`src/rtl/myrisc_mc_if.sv`:
```
// rtl/myrisc_mc_if.sv - memory bus interface between the myrisc_mc core and its memory
interface myrisc_mc_if #(
   parameter int DATA_W = 16,
   parameter int ADDR_W = 16
);
   logic              mem_req;
   logic              mem_we;
   logic [ADDR_W-1:0] mem_addr;
   logic [DATA_W-1:0] mem_wdata;
   logic [DATA_W-1:0] mem_rdata;
   logic              mem_ack;

   modport master (
      output mem_req, mem_we, mem_addr, mem_wdata,
      input  mem_rdata, mem_ack
   );

   modport slave (
      input  mem_req, mem_we, mem_addr, mem_wdata,
      output mem_rdata, mem_ack
   );
endinterface

```
`src/rtl/myrisc_mc.sv`:
```
// rtl/myrisc_mc.sv - multi-cycle myrisc core; optional retire counter under MYRISC_RETIRE_CNT_EN
module myrisc_mc #(
   parameter int DATA_W = 16,
   parameter int ADDR_W = 16
) (
   input  logic        clk,
   input  logic        rst,
   myrisc_mc_if.master bus,
   output logic        halt,
   output logic [31:0] retired
);

   if (DATA_W < 16 || ADDR_W > DATA_W || ADDR_W < 1) begin : g_bad_param
      $error("myrisc_mc: need DATA_W >= 16 and 1 <= ADDR_W <= DATA_W");
   end

   typedef enum logic [1:0] {S_FETCH, S_EXEC, S_MEM, S_HALT} state_t;

   localparam logic [2:0] OP_ADD  = 3'd0;
   localparam logic [2:0] OP_ADDI = 3'd1;
   localparam logic [2:0] OP_NAND = 3'd2;
   localparam logic [2:0] OP_LUI  = 3'd3;
   localparam logic [2:0] OP_SW   = 3'd4;
   localparam logic [2:0] OP_LW   = 3'd5;
   localparam logic [2:0] OP_BEQ  = 3'd6;
   localparam logic [2:0] OP_JALR = 3'd7;

   state_t              r_state;
   logic [ADDR_W-1:0]   r_pc;
   logic [15:0]         r_ir;
   logic [DATA_W-1:0]   r_gpr [0:7];
   logic                r_halt;
   logic                r_mem_req;
   logic                r_mem_we;
   logic [ADDR_W-1:0]   r_mem_addr;
   logic [DATA_W-1:0]   r_mem_wdata;

   logic [2:0]          w_op;
   logic [2:0]          w_ra;
   logic [2:0]          w_rb;
   logic [2:0]          w_rc;
   logic [DATA_W-1:0]   w_simm;
   logic [DATA_W-1:0]   w_lui;
   logic [DATA_W-1:0]   w_va;
   logic [DATA_W-1:0]   w_vb;
   logic [DATA_W-1:0]   w_vc;
   logic [ADDR_W-1:0]   w_pc_inc;
   logic [ADDR_W-1:0]   w_br_tgt;
   logic [ADDR_W-1:0]   w_ea;
   logic [DATA_W-1:0]   w_link;
   logic                w_is_halt;
   logic                w_is_mem;
   logic                w_wb_en;
   logic [DATA_W-1:0]   w_wb_val;
   logic [ADDR_W-1:0]   w_next_pc;

   assign w_op      = r_ir[15:13];
   assign w_ra      = r_ir[12:10];
   assign w_rb      = r_ir[9:7];
   assign w_rc      = r_ir[2:0];
   assign w_simm    = {{(DATA_W-7){r_ir[6]}}, r_ir[6:0]};
   assign w_lui     = DATA_W'({r_ir[9:0], 6'b0});

   // r0 is never written and reset to zero, so a plain array read yields 0 for it
   assign w_va      = r_gpr[w_ra];
   assign w_vb      = r_gpr[w_rb];
   assign w_vc      = r_gpr[w_rc];

   // address arithmetic is done in ADDR_W bits so it wraps at the address width
   assign w_pc_inc  = r_pc + ADDR_W'(1);
   assign w_br_tgt  = w_pc_inc + w_simm[ADDR_W-1:0];
   assign w_ea      = w_vb[ADDR_W-1:0] + w_simm[ADDR_W-1:0];
   assign w_link    = DATA_W'(w_pc_inc);

   assign w_is_halt = (r_ir == 16'hFFFF);
   assign w_is_mem  = (w_op == OP_SW) || (w_op == OP_LW);

   // write-back value and next pc for instructions that complete in EXEC
   always_comb begin
      w_wb_en   = 1'b0;
      w_wb_val  = '0;
      w_next_pc = w_pc_inc;
      case (w_op)
         OP_ADD:  begin w_wb_en = 1'b1; w_wb_val = w_vb + w_vc;    end
         OP_ADDI: begin w_wb_en = 1'b1; w_wb_val = w_vb + w_simm;  end
         OP_NAND: begin w_wb_en = 1'b1; w_wb_val = ~(w_vb & w_vc); end
         OP_LUI:  begin w_wb_en = 1'b1; w_wb_val = w_lui;          end
         OP_BEQ:  begin
            w_next_pc = (w_va == w_vb) ? w_br_tgt : w_pc_inc;
         end
         OP_JALR: begin
            // target uses the pre-write rb, so ra==rb still jumps to the old value
            w_wb_en   = 1'b1;
            w_wb_val  = w_link;
            w_next_pc = w_vb[ADDR_W-1:0];
         end
         default: ;
      endcase
   end

   // control FSM: owns pc, IR, register file and every registered bus output
   always_ff @(posedge clk or posedge rst) begin
      if (rst) begin
         r_state     <= S_FETCH;
         r_pc        <= '0;
         r_ir        <= '0;
         r_halt      <= 1'b0;
         r_mem_req   <= 1'b0;
         r_mem_we    <= 1'b0;
         r_mem_addr  <= '0;
         r_mem_wdata <= '0;
         for (int i = 0; i < 8; i++) r_gpr[i] <= '0;
      end else begin
         case (r_state)
            S_FETCH: begin
               if (!r_mem_req) begin
                  // only reached straight out of reset; later fetches are launched early
                  r_mem_req  <= 1'b1;
                  r_mem_we   <= 1'b0;
                  r_mem_addr <= r_pc;
               end else if (bus.mem_ack) begin
                  r_ir      <= bus.mem_rdata[15:0];
                  r_mem_req <= 1'b0;
                  r_state   <= S_EXEC;
               end
            end
            S_EXEC: begin
               if (w_is_halt) begin
                  r_halt  <= 1'b1;
                  r_state <= S_HALT;
               end else if (w_is_mem) begin
                  r_mem_req   <= 1'b1;
                  r_mem_we    <= (w_op == OP_SW);
                  r_mem_addr  <= w_ea;
                  r_mem_wdata <= w_va;
                  r_state     <= S_MEM;
               end else begin
                  if (w_wb_en && (w_ra != 3'd0)) r_gpr[w_ra] <= w_wb_val;
                  r_pc       <= w_next_pc;
                  r_mem_req  <= 1'b1;
                  r_mem_we   <= 1'b0;
                  r_mem_addr <= w_next_pc;
                  r_state    <= S_FETCH;
               end
            end
            S_MEM: begin
               if (r_mem_req && bus.mem_ack) begin
                  if (!r_mem_we && (w_ra != 3'd0)) r_gpr[w_ra] <= bus.mem_rdata;
                  r_pc       <= w_pc_inc;
                  r_mem_req  <= 1'b1;
                  r_mem_we   <= 1'b0;
                  r_mem_addr <= w_pc_inc;
                  r_state    <= S_FETCH;
               end
            end
            default: begin
               r_halt    <= 1'b1;
               r_mem_req <= 1'b0;
            end
         endcase
      end
   end

   assign bus.mem_req   = r_mem_req;
   assign bus.mem_we    = r_mem_we;
   assign bus.mem_addr  = r_mem_addr;
   assign bus.mem_wdata = r_mem_wdata;
   assign halt          = r_halt;

`ifdef MYRISC_RETIRE_CNT_EN
   logic        w_retire;
   logic [31:0] r_retired;

   assign w_retire = ((r_state == S_EXEC) && !w_is_halt && !w_is_mem) ||
                     ((r_state == S_MEM) && r_mem_req && bus.mem_ack);

   // one count per completed instruction; the halt word never reaches a retire point
   always_ff @(posedge clk or posedge rst) begin
      if (rst) r_retired <= '0;
      else if (w_retire) r_retired <= r_retired + 32'd1;
   end

   assign retired = r_retired;
`else
   assign retired = '0;
`endif

endmodule

```
`src/flat_wrapper.sv`:
```
// flat-port wrapper written by rule: the top's interface ports become plain ports
module myrisc_mc_flat 
#(
   parameter int DATA_W = 16,
   parameter int ADDR_W = 16
)
  (clk, rst, halt, retired, bus_mem_req, bus_mem_we, bus_mem_addr, bus_mem_wdata, bus_mem_rdata, bus_mem_ack);
  myrisc_mc_if #(.DATA_W(DATA_W), .ADDR_W(ADDR_W)) bus_i ();
  input  logic clk;
  input  logic rst;
  output logic halt;
  output logic [31:0] retired;
  output wire logic [$bits(bus_i.mem_req)-1:0] bus_mem_req;
  output wire logic [$bits(bus_i.mem_we)-1:0] bus_mem_we;
  output wire logic [$bits(bus_i.mem_addr)-1:0] bus_mem_addr;
  output wire logic [$bits(bus_i.mem_wdata)-1:0] bus_mem_wdata;
  input wire logic [$bits(bus_i.mem_rdata)-1:0] bus_mem_rdata;
  input wire logic [$bits(bus_i.mem_ack)-1:0] bus_mem_ack;
  assign bus_mem_req = bus_i.mem_req;
  assign bus_mem_we = bus_i.mem_we;
  assign bus_mem_addr = bus_i.mem_addr;
  assign bus_mem_wdata = bus_i.mem_wdata;
  assign bus_i.mem_rdata = bus_mem_rdata;
  assign bus_i.mem_ack = bus_mem_ack;
  myrisc_mc #(.DATA_W(DATA_W), .ADDR_W(ADDR_W)) u_core (.clk(clk), .rst(rst), .bus(bus_i), .halt(halt), .retired(retired));
endmodule
```
`config.mk`:
```
export PLATFORM = sky130hd
export DESIGN_NAME = myrisc_mc_flat
export DESIGN_NICKNAME = d
export VERILOG_FILES = /design/src/rtl/myrisc_mc_if.sv /design/src/rtl/myrisc_mc.sv /design/src/flat_wrapper.sv
export SDC_FILE = /design/constraint.sdc
export NUM_CORES = 1
export LEC_CHECK = 0
export ABC_AREA = 1
export CAP_MARGIN = 10
export CELL_PAD_IN_SITES_DETAIL_PLACEMENT = 1
export CELL_PAD_IN_SITES_GLOBAL_PLACEMENT = 2
export CORE_ASPECT_RATIO = 0.5
export CORE_MARGIN = 3
export CORE_UTILIZATION = 33
export CTS_CLUSTER_SIZE = 24
export DETAILED_ROUTE_END_ITERATION = 6
export DONT_BUFFER_PORTS = 1
export GPL_ROUTABILITY_DRIVEN = 0
export PLACE_DENSITY_LB_ADDON = 0.1
export SYNTH_ARGS = -nofsm -noshare
export SYNTH_HDL_FRONTEND = slang
export SYNTH_SLANG_ARGS = --single-unit
```
`constraint.sdc`:
```
create_clock -name clk -period 6.1 [get_ports clk]
set_input_delay 1.22 -clock clk [delete_from_list [all_inputs] [get_ports clk]]
set_output_delay 1.22 -clock clk [all_outputs]
set_load 0.005 [all_outputs]
```
## After elaboration in Yosys (flattened, before gate mapping)

Index checks and enable logic that the tools add are counted.

| word-level totals | value |
|---|---|
| memory bits (writable) | 0 |
| memory bits (read-only) | 0 |
| logic and storage cells | 121 |
| register bits | 197 |
| output and inout bits | 67 |
| memories kept | 0 |
| latch bits | 0 |

| operators by class | value |
|---|---|
| div/mod/pow operators | 0 |
| shift operators | 0 |
| reduce and logical (&&, ||, !) cells | 21 |
| add/subtract/negate cells | 4 |
| muxes and demuxes | 49 |
| equality and inequality tests | 20 |
| bitwise logic cells | 7 |
| $lt $le $gt $ge | 4 |
| multipliers | 0 |

Operator list:

| kind | count |
|---|---|
| $mux W128 | 5 |
| $bwmux W128 | 2 |
| $pmux W128 S2 | 1 |
| $mux W16 | 14 |
| $bmux W16 S3 | 3 |
| $pmux W16 S5 | 1 |
| $pmux W16 S2 | 2 |
| $add A16 B16 Y16 | 3 |
| $demux W16 S3 | 1 |
| $pmux W16 S3 | 1 |
| $add A16 B1 Y16 const B | 1 |
| $and A16 B16 Y16 | 1 |
| $eq A16 B16 Y1 | 1 |
| $eq A16 B16 Y1 const B | 1 |
| $not A16 Y16 | 1 |
| $eq A3 B3 Y1 const B | 4 |
| $ge A4 B4 Y1 const B | 3 |
| $not A3 Y4 | 3 |
| $reduce_and A4 Y1 | 3 |
| $mux W1 | 10 |
| $mux W2 | 5 |
| $ne A2 B1 Y1 const B | 5 |
| $ne A2 B2 Y1 const B | 4 |
| $eq A3 B2 Y1 const B | 2 |
| other kinds (20) | 28 |

## Depth between registers and ports, before layout

Gate-level depths: netlist (run 1).

| logic depth | value |
|---|---|
| depth in word-level cells | 12 |
| mapped depth | 25 |

## Worst setup path before layout (run 1)

No wires, ideal clock.

| path | value |
|---|---|
| path kind | reg-to-reg |
| start | register u_core.r_ir[0] |
| end | register u_core.r_gpr[76] in the netlist's numbering |
| stages on the path, launching flop included | 25 |
| data required time | 5,967 ps |
| clock period less this slack | 3,518 ps |
| data arrival time | 3,385 ps |
| setup slack | 2,582 ps |
| cells stage by stage | dfrtp_1 > clkbuf_1 > inv_1 > clkbuf_1 > buf_1 > a21oi_1 > o21ai_0 > a31oi_1 > ha_1 > fa_1 > nand2_1 > nand2_1 > nand2_1 > nand2_1 > a21o_1 > nand3_1 > nand2_1 > nand3_1 > nand2_1 > nor2_1 > nor2_1 > nand2_1 > nand4_1 > nand3_1 > o21ai_0 |

| between the ends | value |
|---|---|
| word-level cells in the longest chain between the ends | 12 |

Ends and longest elaborated chain:

| item | line | source |
|---|---|---|
| from (decl) | myrisc_mc.sv:30 | `logic [15:0] r_ir;` |
| from (signal assigned) | myrisc_mc.sv:122 | `r_ir <= bus.mem_rdata[15:0];` |
| branches (longest 12 deep; another with $add A16 B16 Y16) | - |  |
| to (signal, indexed assignment) | myrisc_mc.sv:138 | `if (w_wb_en && (w_ra != 3'd0)) r_gpr[w_ra] <= w_wb_val;` |
| to (signal, indexed assignment) | myrisc_mc.sv:148 | `if (!r_mem_we && (w_ra != 3'd0)) r_gpr[w_ra] <= bus.mem_rdata;` |
| to (decl) | myrisc_mc.sv:31 | `logic [DATA_W-1:0] r_gpr [0:7];` |

Several ways; the timed one is not identified. The select of a mux whose other input is x is not followed.
A chain may end at the register's enable or synchronous reset.

## Worst setup path after layout (run 1)

| path | value |
|---|---|
| start | register u_core.r_ir[0] |
| end | register u_core.r_gpr[70] in the netlist's numbering |

Same word-level chain as after synthesis.

==> results of run 1 <==
## how the worst max path moves through the flow
stage,end,slack (ns),cells past startpoint,from
floorplan,u_core.bus.mem_addr[0],2.33,1,rst
global placement,u_core.r_gpr[38],1.37,18,u_core.r_ir[0]
finish,u_core.r_gpr[70],1.06,18,u_core.r_ir[0]
detailed placement,u_core.r_gpr[70],1.18,18,u_core.r_ir[0]
CTS,u_core.r_gpr[70],1.17,18,u_core.r_ir[0]
global route,u_core.r_gpr[6],0.64,18,u_core.r_ir[0]
## critical path, stage by stage, from the launching register on
cell,delay (ns)
sky130_fd_sc_hd__dfrtp_2,0.88
sky130_fd_sc_hd__inv_1,0.49
sky130_fd_sc_hd__buf_12,0.31
sky130_fd_sc_hd__a21oi_1,0.17
sky130_fd_sc_hd__a221oi_1,0.10
sky130_fd_sc_hd__a31oi_1,0.51
sky130_fd_sc_hd__ha_1,0.37
sky130_fd_sc_hd__nand2_1,0.11
sky130_fd_sc_hd__nand2_1,0.06
sky130_fd_sc_hd__nand2_1,0.08
sky130_fd_sc_hd__nand2_1,0.08
sky130_fd_sc_hd__nand2_1,0.09
sky130_fd_sc_hd__nand2_1,0.06
sky130_fd_sc_hd__a21oi_1,0.27
sky130_fd_sc_hd__nand2_1,0.09
sky130_fd_sc_hd__nand2_1,0.07
sky130_fd_sc_hd__o2111ai_1,0.10
sky130_fd_sc_hd__a22oi_1,0.82
sky130_fd_sc_hd__o21ai_0,0.17
## flip-flops by register name (all words and copies together) (netlist names)
register / count
u_core.bus.mem_we: 1
u_core.r_ir: 16
u_core.r_state: 2
u_core.bus.mem_wdata: 16
u_core.r_gpr: 128
u_core.halt: 1
u_core.bus.mem_req: 1
u_core.bus.mem_addr: 16
u_core.r_pc: 16
## per-stage QoR
step | utilization, % | worst slack (ns) | instance area [µm²]
2_1_floorplan | - | 2.33 | 16000
3_3_place_gp | 34.6 | 1.37 | 16300
3_5_place_dp | 34.6 | 1.18 | 16300
4_1_cts | 35.8 | 1.17 | 16900
5_1_grt | 35.8 | 0.638 | 16900
6_report | 35.8 | 1.06 | 16900
## placed cells by master (no fill, tap or decap), types with 17 or more instances in the layout
master and count:
sky130_fd_sc_hd__conb_1 32, sky130_fd_sc_hd__dfrtp_1 194, sky130_fd_sc_hd__buf_4 41, sky130_fd_sc_hd__o21ai_1 20, sky130_fd_sc_hd__a21oi_1 134, sky130_fd_sc_hd__nand2_1 802, sky130_fd_sc_hd__inv_2 19, sky130_fd_sc_hd__nor2_1 133
sky130_fd_sc_hd__o21ai_0 236, sky130_fd_sc_hd__nand3_1 194, sky130_fd_sc_hd__inv_1 286, sky130_fd_sc_hd__a31oi_1 23, sky130_fd_sc_hd__clkbuf_16 17, sky130_fd_sc_hd__nand4_1 39, sky130_fd_sc_hd__ha_1 54, sky130_fd_sc_hd__xor2_1 22
sky130_fd_sc_hd__o22ai_1 27
## cells by family after synthesis
kind of cell / count (synthesis) / share of synthesized area, %
other cells: 1 / 0.0236
buf+inv: 474 / 12.7
xor+xnor: 30 / 1.65
flops: 197 / 31.0
compound gates: 515 / 18.0
simple gates: 1220 / 31.9
mux: 1 / 0.0708
fa+ha+maj: 57 / 4.62
## final cells by class
cell class / count / area [µm²]
Sequential cell: 197 / 4930
Timing Repair Buffer: 42 / 328
Multi-Input combinational cell: 1855 / 9100
Clock inverter: 13 / 163
Antenna cell: 1 / 2.50
Fill cell: 6178 / 30300
Inverter: 311 / 1170
Tap cell: 638 / 798
Clock buffer: 19 / 433
## routing by layer
layer / global-route usage (%) / wire [µm]
met5: 0 / 0
met4: 3.79 / 678
met2: 41.8 / 29600
met1: 44.1 / 36700
met3: 5.22 / 4890
## power by group
part,total [W],switching (W),internal (W)
sequential,0.00130,0,0.00130
clock,0.00126,0.000636,0.000621
combinational,0.0000376,0.0000353,0.00000228
==> impl_table.tex, run 1 <==
\begin{tabular}{lr}
\hline
Metric & Value \\
\hline
\multicolumn{2}{l}{\textbf{Flow run}} \\
\quad Max-capacitance violation count & 0 \\
\multicolumn{2}{l}{\textbf{STA}} \\
\quad Minimum period implied by the final worst setup slack & 5.04 ns \\
\quad Hold Worst Slack & 0.406 ns \\
\quad Final hold violations & 0 \\
\quad Maximum operating frequency & 0.199 GHz \\
\quad Finish-stage setup viols & 0 \\
\quad Final number of max-transition violations & 0 \\
\quad Final clock skew & 0.0220 ns \\
\quad Worst-margin pin slew & 1.24 ns \\
\quad Max transition margin & 17.0\% \\
\quad Post-route fraction of the period consumed by the critical path & 82.5\% \\
\quad Unrepaired setup endpoints after global routing & false \\
\quad Total negative setup slack & 0 ns \\
\multicolumn{2}{l}{\textbf{Clocking}} \\
\quad Post CTS Setup Buffer Count & 0 \\
\quad Clock input transition at the sequential cells of the worst setup and hold paths & 0.09 ns \\
\quad Post\_cts resized & 0 \\
\quad CTS tree & yes \\
\quad Depth of the CTS H-tree & 4 \\
\quad CTS Buf Count & 17 \\
\quad Hold buffer count at CTS & 0 \\
\quad Deepest clock path buffer count & 2 \\
\quad Clock Latency Late Sink & 0.49 ns \\
\quad Clock sink count & 197 \\
\quad Cell at the root of the clock tree & sky130\_fd\_sc\_hd\_\_clkbuf\_16 \\
\multicolumn{2}{l}{\textbf{Floorplan}} \\
\quad Die ar. & 51000 µm² \\
\quad Top-Level Pins & 86 \\
\quad Floorplan Core Area & 47200 µm² \\
\quad Site row count & 56 \\
\quad Initial cell density of the core & 33.7\% \\
\quad Width of the chip & 317 µm \\
\quad Die height & 161 µm \\
\multicolumn{2}{l}{\textbf{Synthesis}} \\
\quad Most used standard cell by instance count after synthesis & sky130\_fd\_sc\_hd\_\_nand2\_1 \\
\quad Post-synthesis sequential area ratio & 31.0\% \\
\quad Yosys cell types & 52 \\
\quad Count of flip-flops with a built-in enable after synthesis & 0 \\
\quad Cell taking the most area after synthesis & sky130\_fd\_sc\_hd\_\_dfrtp\_1 \\
\quad Number of synthesized register bits & 197 \\
\quad Share of flip-flops with an asynchronous set or reset after synthesis & 100\% \\
\quad Number of warnings printed during yosys synthesis & 0 \\
\quad Synth Flop Type & sky130\_fd\_sc\_hd\_\_dfrtp\_1 \\
\quad Commonest cells in the netlist & sky130\_fd\_sc\_hd\_\_nand2\_1 (802), sky130\_fd\_sc\_hd\_\_inv\_1 (288), sky130\_fd\_sc\_hd\_\_o21ai\_0 (237), sky130\_fd\_sc\_hd\_\_dfrtp\_1 (197), sky130\_fd\_sc\_hd\_\_nand3\_1 (194) \\
\quad Synthesized area per cell & 6.38 µm² \\
\quad Synthesized cell area & 15900 µm² \\
\quad Main area contributors after synthesis & sky130\_fd\_sc\_hd\_\_dfrtp\_1 (31\%), sky130\_fd\_sc\_hd\_\_nand2\_1 (19\%), sky130\_fd\_sc\_hd\_\_o21ai\_0 (7.5\%), sky130\_fd\_sc\_hd\_\_inv\_1 (6.8\%), sky130\_fd\_sc\_hd\_\_nand3\_1 (6.1\%) \\
\quad Mapped Cells & 2495 \\
\quad Area share of the largest cell type after synthesis & 31.0\% \\
\multicolumn{2}{l}{\textbf{Pwr}} \\
\quad Total power divided by cell area & 154 nW/µm² \\
\quad Leak & 8.49 nW \\
\quad Worst IR Drop VDD & 0.167 mV \\
\quad Design Power & 0.00260 W \\
\multicolumn{2}{l}{\textbf{Cells and area}} \\
\quad Area growth from synthesis to layout & 6.39\% \\
\quad Fraction of final layout cells sized beyond drive strength 1 & 5.25\% \\
\quad Final standard cell count with taps included and fillers excluded & 3076 \\
\quad Final layout net count & 2500 \\
\multicolumn{2}{l}{\textbf{Place}} \\
\quad Sum of net half-perimeters after detailed placement & 52000 µm \\
\quad Number of input and output port buffers inserted & 0 \\
\quad Cell Count Post-Placement & 3043 \\
\multicolumn{2}{l}{\textbf{Routing}} \\
\quad Total number of vias & 16800 \\
\quad Detail-routed via count per cell & 5.46 \\
\quad Total DRC errors in the routed layout & 0 \\
\quad Number of antenna-violating nets in the routed design & 0 \\
\quad Number of detailed-route iterations in the first pass & 5 \\
\quad WL per Instance & 23.4 µm \\
\quad Detailed-route wire length & 72000 µm \\
\quad Starting DRT DRC Count & 1450 \\
\multicolumn{2}{l}{\textbf{Worst setup path}} \\
\quad Data arrival time of the worst path & 5.35 ns \\
\quad Worst R2R Path Depth & 18 \\
\quad Critical Path Source Type & flop \\
\quad R2r setup slk & 1.06 ns \\
\quad Critical Path Sink Type & flop \\
\quad Reg2Reg Capture Point & u\_core.r\_gpr[70] \\
\quad Worst endpoint required time & 6.41 ns \\
\quad Worst r2r src & u\_core.r\_ir[0] \\
\quad Worst-path maximum fanout & 45 \\
\quad Critical path class & flop to flop \\
\multicolumn{2}{l}{\textbf{Global route}} \\
\quad First-pass GRT wire length & 109000 µm \\
\quad Overall Global Routing Usage & 28.5\% \\
\quad Maximum number of pins on one net before global-route repair & 69 \\
\quad Vias in the first global route & 16500 \\
\quad Congestion Overflow GR & 0 \\
\quad Antenna violations before repair & 0 \\
\multicolumn{2}{l}{\textbf{Min path}} \\
\quad Tightest Hold Check Type & flop to flop \\
\quad Number of cells traversed by the worst hold path & 0 \\
\quad Hold worst-path end & u\_core.r\_gpr[127] \\
\quad Critical hold path startpoint & u\_core.r\_gpr[127] \\
\multicolumn{2}{l}{\textbf{Outcome}} \\
\quad Outcome & complete, no violations \\
\hline
\end{tabular}
(Power assumes the default switching activity.)
==> run 2: changes to the inputs <==
clock period = 4.15 ns   (was 6.1 ns; I/O delays follow)
==> impl_table.tex, run 2 (synthesized netlist as in run 1, its figures left out) <==
\begin{tabular}{lr}
\hline
Metric & Value \\
\hline
\multicolumn{2}{l}{\textbf{Outcome}} \\
\quad Outcome & complete, no violations (unchanged) \\
\multicolumn{2}{l}{\textbf{Cells and area}} \\
\quad Most frequent standard cell in the layout excluding fill and tap cells & sky130\_fd\_sc\_hd\_\_nand2\_1 (unchanged) \\
\quad Max reg flops & 128 (unchanged) \\
\quad Final layout net count & 2549 (was 2500) \\
\quad Leading cell types in the layout, fill and taps excluded & sky130\_fd\_sc\_hd\_\_nand2\_1 (802), sky130\_fd\_sc\_hd\_\_inv\_1 (286), sky130\_fd\_sc\_hd\_\_o21ai\_0 (237), sky130\_fd\_sc\_hd\_\_nand3\_1 (194), sky130\_fd\_sc\_hd\_\_dfrtp\_1 (194) (was sky130\_fd\_sc\_hd\_\_nand2\_1 (802), sky130\_fd\_sc\_hd\_\_inv\_1 (286), sky130\_fd\_sc\_hd\_\_o21ai\_0 (236), sky130\_fd\_sc\_hd\_\_nand3\_1 (194), sky130\_fd\_sc\_hd\_\_dfrtp\_1 (194)) \\
\quad Final design utilization & 36.7\% (was 35.8\%) \\
\quad Register with the highest flop count & u\_core.r\_gpr (unchanged) \\
\quad Area growth from synthesis to layout & 9.02\% (was 6.39\%) \\
\quad Final standard cell count with taps included and fillers excluded & 3124 (was 3076) \\
\quad Fraction of final layout cells sized beyond drive strength 1 & 7.36\% (was 5.25\%) \\
\quad Diodes inserted & 0 (was 1) \\
\multicolumn{2}{l}{\textbf{Clocking}} \\
\quad Cell at the root of the clock tree & sky130\_fd\_sc\_hd\_\_clkbuf\_16 (unchanged) \\
\quad Depth of the CTS H-tree & 4 (unchanged) \\
\quad CTS tree & yes (unchanged) \\
\quad Deepest clock path buffer count & 2 (unchanged) \\
\quad Clock input transition at the sequential cells of the worst setup and hold paths & 0.10 ns (was 0.09 ns) \\
\quad Hold buffer count at CTS & 0 (unchanged) \\
\quad Clock Latency Late Sink & 0.49 ns (about the same) \\
\quad CTS Buf Count & 17 (unchanged) \\
\quad Clock sink count & 197 (unchanged) \\
\multicolumn{2}{l}{\textbf{Floorplan}} \\
\quad Top-Level Pins & 86 (unchanged) \\
\quad Die height & 161 µm (unchanged) \\
\quad Width of the chip & 317 µm (unchanged) \\
\quad Die ar. & 51000 µm² (unchanged) \\
\quad Site row count & 56 (unchanged) \\
\quad Initial cell density of the core & 33.7\% (unchanged) \\
\quad Floorplan Core Area & 47200 µm² (unchanged) \\
\multicolumn{2}{l}{\textbf{Routing}} \\
\quad Number of antenna-violating nets in the routed design & 0 (unchanged) \\
\quad Total number of vias & 16900 (was 16800) \\
\quad Detail-routed via count per cell & 5.41 (was 5.46) \\
\quad Number of detailed-route iterations in the first pass & 5 (unchanged) \\
\quad Starting DRT DRC Count & 1545 (was 1450) \\
\quad Detailed-route wire length & 72200 µm (was 72000 µm) \\
\quad WL per Instance & 23.1 µm (was 23.4 µm) \\
\quad Total DRC errors in the routed layout & 0 (unchanged) \\
\multicolumn{2}{l}{\textbf{Worst setup path}} \\
\quad Worst endpoint required time & 4.49 ns (was 6.41 ns) \\
\quad Critical path class & flop to flop (unchanged) \\
\quad Critical Path Sink Type & flop (unchanged) \\
\quad Worst-path maximum fanout & 26 (was 45) \\
\quad Critical Path Source Type & flop (unchanged) \\
\quad Data arrival time of the worst path & 4.29 ns (was 5.35 ns) \\
\multicolumn{2}{l}{\textbf{Global route}} \\
\quad Antenna violations before repair & 1 (was 0) \\
\quad Vias in the first global route & 16800 (was 16500) \\
\quad Congestion Overflow GR & 0 (unchanged) \\
\quad First-pass GRT wire length & 110000 µm (was 109000 µm) \\
\quad Maximum number of pins on one net before global-route repair & 68 (was 69) \\
\quad Overall Global Routing Usage & 28.5\% (about the same) \\
\multicolumn{2}{l}{\textbf{Place}} \\
\quad Cell Count Post-Placement & 3091 (was 3043) \\
\quad Number of input and output port buffers inserted & 0 (unchanged) \\
\quad Sum of net half-perimeters after detailed placement & 54800 µm (was 52000 µm) \\
\multicolumn{2}{l}{\textbf{STA}} \\
\quad Maximum operating frequency & 0.254 GHz (was 0.199 GHz) \\
\quad Hold Worst Slack & 0.265 ns (was 0.406 ns) \\
\quad Final hold violations & 0 (unchanged) \\
\quad Worst-margin pin slew & 1.15 ns (was 1.24 ns) \\
\quad Finish-stage setup viols & 0 (unchanged) \\
\quad Max transition margin & 23.4\% (was 17.0\%) \\
\quad Minimum period implied by the final worst setup slack & 3.94 ns (was 5.04 ns) \\
\quad Post-route fraction of the period consumed by the critical path & 95.0\% (was 82.5\%) \\
\quad Total negative setup slack & 0 ns (unchanged) \\
\quad Final number of max-transition violations & 0 (unchanged) \\
\quad Unrepaired setup endpoints after global routing & false (unchanged) \\
\quad Final clock skew & 0.0200 ns (was 0.0220 ns) \\
\multicolumn{2}{l}{\textbf{Pwr}} \\
\quad Leak & 8.75 nW (was 8.49 nW) \\
\quad Design Power & 0.00383 W (was 0.00260 W) \\
\quad Internal Power & 0.00280 W (was 0.00193 W) \\
\quad Sequential share of power & 50.1\% (was 50.2\%) \\
\quad Share of total power in combinational logic & 1.5\% (was 1.4\%) \\
\quad Total power divided by cell area & 221 nW/µm² (was 154 nW/µm²) \\
\quad Worst IR Drop VDD & 0.315 mV (was 0.167 mV) \\
\quad Sw Pwr & 0.00103 W (was 0.000671 W) \\
\quad Switching power share of the total & 26.8\% (was 25.8\%) \\
\quad Proportion of power drawn by the clock network & 48.4\% (about the same) \\
\multicolumn{2}{l}{\textbf{Flow run}} \\
\quad Max-capacitance violation count & 0 (unchanged) \\
\multicolumn{2}{l}{\textbf{Min path}} \\
\quad Tightest Hold Check Type & input port to async pin (was flop to flop) \\
\hline
\end{tabular}
run 2: changes by cell type in the layout (fill, tap and decap cells not counted), sizes merged:
cell,change
diode,-1
clkinv,+3
clkbuf,-1
buf,+49
inv,-1
bufinv,-1
run 2: layout make-up:
class,instances,area (µm²)
multi-input cells,1855,9120
clock buffers,18,439
flip-flops and latches,197,4930
fillers,6187,29900
inverters,311,1170
well taps,638,798
clock inverters,14,165
repair buffers,91,721
run 2: metrics by stage:
step | setup slack [ns] | cell area (µm²)
2_1_floorplan | 0.632 | 16000
3_3_place_gp | 0.334 | 16700
3_5_place_dp | 0.267 | 16700
4_1_cts | 0.239 | 17300
5_1_grt | 0.000847 | 17300
6_report | 0.206 | 17300
run 2: final timing paths:
check / from / to / slack (ns) / cells after the start
worst max-delay path: u_core.r_ir[0] / u_core.r_gpr[94] / 0.21 / 16
worst min-delay path: rst / u_core.r_ir[5] / 0.26 / 1
worst max register to register: u_core.r_ir[0] / u_core.r_gpr[94] / 0.21 / 16
worst min register to register: u_core.r_gpr[118] / u_core.r_gpr[118] / 0.40 / 0
max in group asynchronous: rst / u_core.r_ir[15] / 3.06 / 2
min in group clk: u_core.r_gpr[118] / u_core.r_gpr[118] / 0.40 / 0
run 2: metal layers:
layer / share of wire, % / track usage (%) / up-vias
met5: 0 / 0 / -
li1: - / - / 8000
met2: 41 / 41.7 / 471
met4: 1.3 / 4.99 / 0
met3: 6.1 / 3.86 / 60
met1: 52 / 44.5 / 8361
run 2: repair_timing:
action / in CTS / in global routing
hold endpoints to repair: 0 / 0
buffers inserted: 0 / 1
endpoints found under the setup margin: 0 / 24
resized for setup: 0 / 3
run 2: power groups by stage:
stage / Combinational (W) / Clock, W / Sequential [W]
finish: 0.0000588 / 0.00185 / 0.00192
global placement: 0.0000618 / 0 / 0.00196
floorplan: 0.0000583 / 0 / 0.00196
global route: 0.0000692 / 0.00196 / 0.00192
CTS: 0.0000624 / 0.00189 / 0.00192
detailed placement: 0.0000622 / 0 / 0.00196
run 2: critical path, stage by stage, from the launching register on:
cell	delay, ns
sky130_fd_sc_hd__dfrtp_2	0.55
sky130_fd_sc_hd__buf_4	0.35
sky130_fd_sc_hd__buf_4	0.29
sky130_fd_sc_hd__o21ai_0	0.12
sky130_fd_sc_hd__a221oi_1	0.41
sky130_fd_sc_hd__a31oi_1	0.20
sky130_fd_sc_hd__ha_1	0.43
sky130_fd_sc_hd__nand2_1	0.10
sky130_fd_sc_hd__nor2_1	0.15
sky130_fd_sc_hd__nand2_1	0.07
sky130_fd_sc_hd__o21ai_0	0.32
sky130_fd_sc_hd__a21oi_1	0.11
sky130_fd_sc_hd__o21ai_0	0.10
sky130_fd_sc_hd__nand4_1	0.19
sky130_fd_sc_hd__buf_4	0.24
sky130_fd_sc_hd__nand2_1	0.06
sky130_fd_sc_hd__o21ai_0	0.08
==> run 3: changes to the inputs <==
PLACE_DENSITY = 0.79   (was unset)
PLACE_DENSITY_LB_ADDON = unset   (was 0.1)
==> impl_table.tex, run 3 (synthesized netlist as in run 1, its figures left out) <==
\begin{tabular}{lr}
\hline
Metric & Value \\
\hline
\multicolumn{2}{l}{\textbf{Outcome}} \\
\quad Outcome & complete, no violations (unchanged) \\
\multicolumn{2}{l}{\textbf{Worst setup path}} \\
\quad Worst endpoint required time & 4.49 ns (about the same) \\
\quad Dominant delay contributor by cell family on the critical path & compound AO/OA/AOI/OAI gates (unchanged) \\
\quad Reg2Reg Capture Point & u\_core.r\_gpr[59] (was u\_core.r\_gpr[94]) \\
\quad Cells along the critical path & clkinv\_1 -> buf\_4 -> a221oi\_1 -> a31oi\_1 -> ha\_1 -> inv\_1 -> nor3\_1 -> nand2\_1 -> nand2\_1 -> nand2\_1 -> a31oi\_1 -> a21oi\_1 -> o21ai\_0 -> o2111ai\_1 -> nor2\_1 -> buf\_4 -> o22ai\_1 (was buf\_4 -> buf\_4 -> o21ai\_0 -> a221oi\_1 -> a31oi\_1 -> ha\_1 -> nand2\_1 -> nor2\_1 -> nand2\_1 -> o21ai\_0 -> a21oi\_1 -> o21ai\_0 -> nand4\_1 -> buf\_4 -> nand2\_1 -> o21ai\_0) \\
\quad Crit. Startpoint & u\_core.r\_ir[2] (was u\_core.r\_ir[0]) \\
\quad Number of cells on the critical path & 17 (was 16) \\
\quad Critical Path Sink Type & flop (unchanged) \\
\quad Stage delay of the slowest cell on the critical path & 0.50 ns (was 0.55 ns) \\
\quad Worst R2R Path Depth & 17 (was 16) \\
\quad Critical Path Source Type & flop (unchanged) \\
\quad Crit-path most repeated cell & sky130\_fd\_sc\_hd\_\_nand2\_1 (was sky130\_fd\_sc\_hd\_\_o21ai\_0) \\
\quad Worst r2r src & u\_core.r\_ir[2] (was u\_core.r\_ir[0]) \\
\quad Slowest cell on crit path & sky130\_fd\_sc\_hd\_\_dfrtp\_1 (was sky130\_fd\_sc\_hd\_\_dfrtp\_2) \\
\quad Data arrival time of the worst path & 4.30 ns (was 4.29 ns) \\
\quad Capture point of the worst path & u\_core.r\_gpr[59] (was u\_core.r\_gpr[94]) \\
\quad R2r setup slk & 0.19 ns (was 0.21 ns) \\
\quad Worst-path maximum fanout & 14 (was 26) \\
\quad Critical path buffer and inverter count & 4 (was 3) \\
\quad Critical path class & flop to flop (unchanged) \\
\multicolumn{2}{l}{\textbf{Global route}} \\
\quad Congestion Overflow GR & 0 (unchanged) \\
\quad Overall Global Routing Usage & 27.2\% (was 28.5\%) \\
\quad Maximum number of pins on one net before global-route repair & 76 (was 68) \\
\quad Antenna violations before repair & 0 (was 1) \\
\quad Vias in the first global route & 16600 (was 16800) \\
\quad First-pass GRT wire length & 105000 µm (was 110000 µm) \\
\multicolumn{2}{l}{\textbf{Routing}} \\
\quad Number of antenna-violating nets in the routed design & 0 (unchanged) \\
\quad Detail-routed via count per cell & 5.48 (was 5.41) \\
\quad Total number of vias & 17100 (was 16900) \\
\quad Total DRC errors in the routed layout & 0 (unchanged) \\
\quad Starting DRT DRC Count & 1420 (was 1545) \\
\quad Number of detailed-route iterations in the first pass & 5 (unchanged) \\
\quad Detailed-route wire length & 69800 µm (was 72200 µm) \\
\quad WL per Instance & 22.4 µm (was 23.1 µm) \\
\multicolumn{2}{l}{\textbf{Min path}} \\
\quad Tightest Hold Check Type & input port to async pin (unchanged) \\
\multicolumn{2}{l}{\textbf{Cells and area}} \\
\quad Fraction of final layout cells sized beyond drive strength 1 & 6.79\% (was 7.36\%) \\
\quad Final layout net count & 2537 (was 2549) \\
\quad Max reg flops & 128 (unchanged) \\
\quad Most frequent standard cell in the layout excluding fill and tap cells & sky130\_fd\_sc\_hd\_\_nand2\_1 (unchanged) \\
\quad Final design utilization & 36.6\% (was 36.7\%) \\
\quad Area growth from synthesis to layout & 8.54\% (was 9.02\%) \\
\quad Register with the highest flop count & u\_core.r\_gpr (unchanged) \\
\quad Leading cell types in the layout, fill and taps excluded & sky130\_fd\_sc\_hd\_\_nand2\_1 (802), sky130\_fd\_sc\_hd\_\_inv\_1 (286), sky130\_fd\_sc\_hd\_\_o21ai\_0 (237), sky130\_fd\_sc\_hd\_\_nand3\_1 (194), sky130\_fd\_sc\_hd\_\_dfrtp\_1 (194) (unchanged) \\
\multicolumn{2}{l}{\textbf{Floorplan}} \\
\quad Die height & 161 µm (unchanged) \\
\quad Die ar. & 51000 µm² (unchanged) \\
\quad Floorplan Core Area & 47200 µm² (unchanged) \\
\quad Initial cell density of the core & 33.7\% (unchanged) \\
\quad Site row count & 56 (unchanged) \\
\quad Top-Level Pins & 86 (unchanged) \\
\quad Width of the chip & 317 µm (unchanged) \\
\multicolumn{2}{l}{\textbf{Clocking}} \\
\quad Depth of the CTS H-tree & 4 (unchanged) \\
\quad Deepest clock path buffer count & 2 (unchanged) \\
\quad CTS Buf Count & 17 (unchanged) \\
\quad Cell at the root of the clock tree & sky130\_fd\_sc\_hd\_\_clkbuf\_16 (unchanged) \\
\quad Clock sink count & 197 (unchanged) \\
\quad Clock Latency Late Sink & 0.49 ns (about the same) \\
\quad Clock input transition at the sequential cells of the worst setup and hold paths & 0.08 ns (was 0.10 ns) \\
\quad Hold buffer count at CTS & 0 (unchanged) \\
\quad CTS tree & yes (unchanged) \\
\multicolumn{2}{l}{\textbf{STA}} \\
\quad Finish-stage setup viols & 0 (unchanged) \\
\quad Final hold violations & 0 (unchanged) \\
\quad Max transition margin & 13.7\% (was 23.4\%) \\
\quad Final number of max-transition violations & 0 (unchanged) \\
\quad Post-route fraction of the period consumed by the critical path & 95.4\% (was 95.0\%) \\
\quad Total negative setup slack & 0 ns (unchanged) \\
\quad Final clock skew & 0.0229 ns (was 0.0200 ns) \\
\quad Maximum operating frequency & 0.253 GHz (was 0.254 GHz) \\
\quad Worst-margin pin slew & 1.28 ns (was 1.15 ns) \\
\quad Minimum period implied by the final worst setup slack & 3.96 ns (was 3.94 ns) \\
\multicolumn{2}{l}{\textbf{Pwr}} \\
\quad Worst IR Drop VDD & 0.268 mV (was 0.315 mV) \\
\quad Design Power & 0.00371 W (was 0.00383 W) \\
\quad Leak & 8.70 nW (was 8.75 nW) \\
\quad Total power divided by cell area & 215 nW/µm² (was 221 nW/µm²) \\
\multicolumn{2}{l}{\textbf{Place}} \\
\quad Number of input and output port buffers inserted & 0 (unchanged) \\
\quad Sum of net half-perimeters after detailed placement & 51700 µm (was 54800 µm) \\
\multicolumn{2}{l}{\textbf{Flow run}} \\
\quad Max-capacitance violation count & 0 (unchanged) \\
\hline
\end{tabular}
run 3: worst min path at each step:
| stage | start | to | slack (ns) | cells after the start |
|---|---|---|---|---|
| 3_5_place_dp | u_core.r_gpr[114] | u_core.r_gpr[114] | 0.39 | 0 |
| 6_report | rst | u_core.r_pc[1] | 0.31 | 1 |
| 5_1_grt | rst | u_core.r_pc[1] | 0.35 | 1 |
| 3_3_place_gp | u_core.r_gpr[112] | u_core.r_gpr[112] | 0.38 | 0 |
| 2_1_floorplan | u_core.r_gpr[112] | u_core.r_gpr[112] | 0.45 | 1 |
| 4_1_cts | rst | u_core.r_pc[1] | 0.32 | 1 |
run 3: where the power goes:
part	total, W	internal [W]	switching, W
clock	0.00174	0.000823	0.000913
combinational	0.0000598	0.00000669	0.0000531
sequential	0.00192	0.00192	0
run 3: layout make-up:
type	instances	area [µm²]
fillers	6204	30000
multi-input cells	1855	9110
flip-flops and latches	197	4930
inverters	311	1170
well taps	638	798
repair buffers	79	681
clock buffers	19	453
clock inverters	12	115
diodes	2	5.00
run 3: through the flow:
stage | std cells | setup slack (ns) | instance area [µm²] | hold WS, ns
floorplan | 2526 | 0.632 | 16000 | 0.445
global placement | 3077 | 0.279 | 16700 | 0.383
detailed placement | 3077 | 0.167 | 16700 | 0.387
CTS | 3108 | 0.143 | 17200 | 0.322
global route | 3111 | -0.0390 | 17300 | 0.351
finish | 3113 | 0.191 | 17300 | 0.315
run 3: routing by layer:
metal | up-vias | share of wire, % | global-route usage (%) | wire length (µm)
li1 | 7976 | - | - | -
met1 | 8431 | 49 | 40.3 | 34200
met2 | 567 | 41 | 39.5 | 28700
met3 | 81 | 7.8 | 5.80 | 5410
met4 | 0 | 2.3 | 7.65 | 1590
met5 | - | 0 | 0 | 0
run 3: repair_timing:
item                                    CTS  global route
resized for setup                         0             2
setup buffers                             0             3
endpoints found under the setup margin    0            20
endpoints found under the hold margin     0             0
run 3: worst reg2reg max path: cells and delay by family, from the launching register on:
kind	cells	cell delay, ns
simple gates	5	0.71
buf+inv	4	0.89
fa+ha+maj	1	0.42
compound gates	7	1.33
flops	1	0.50
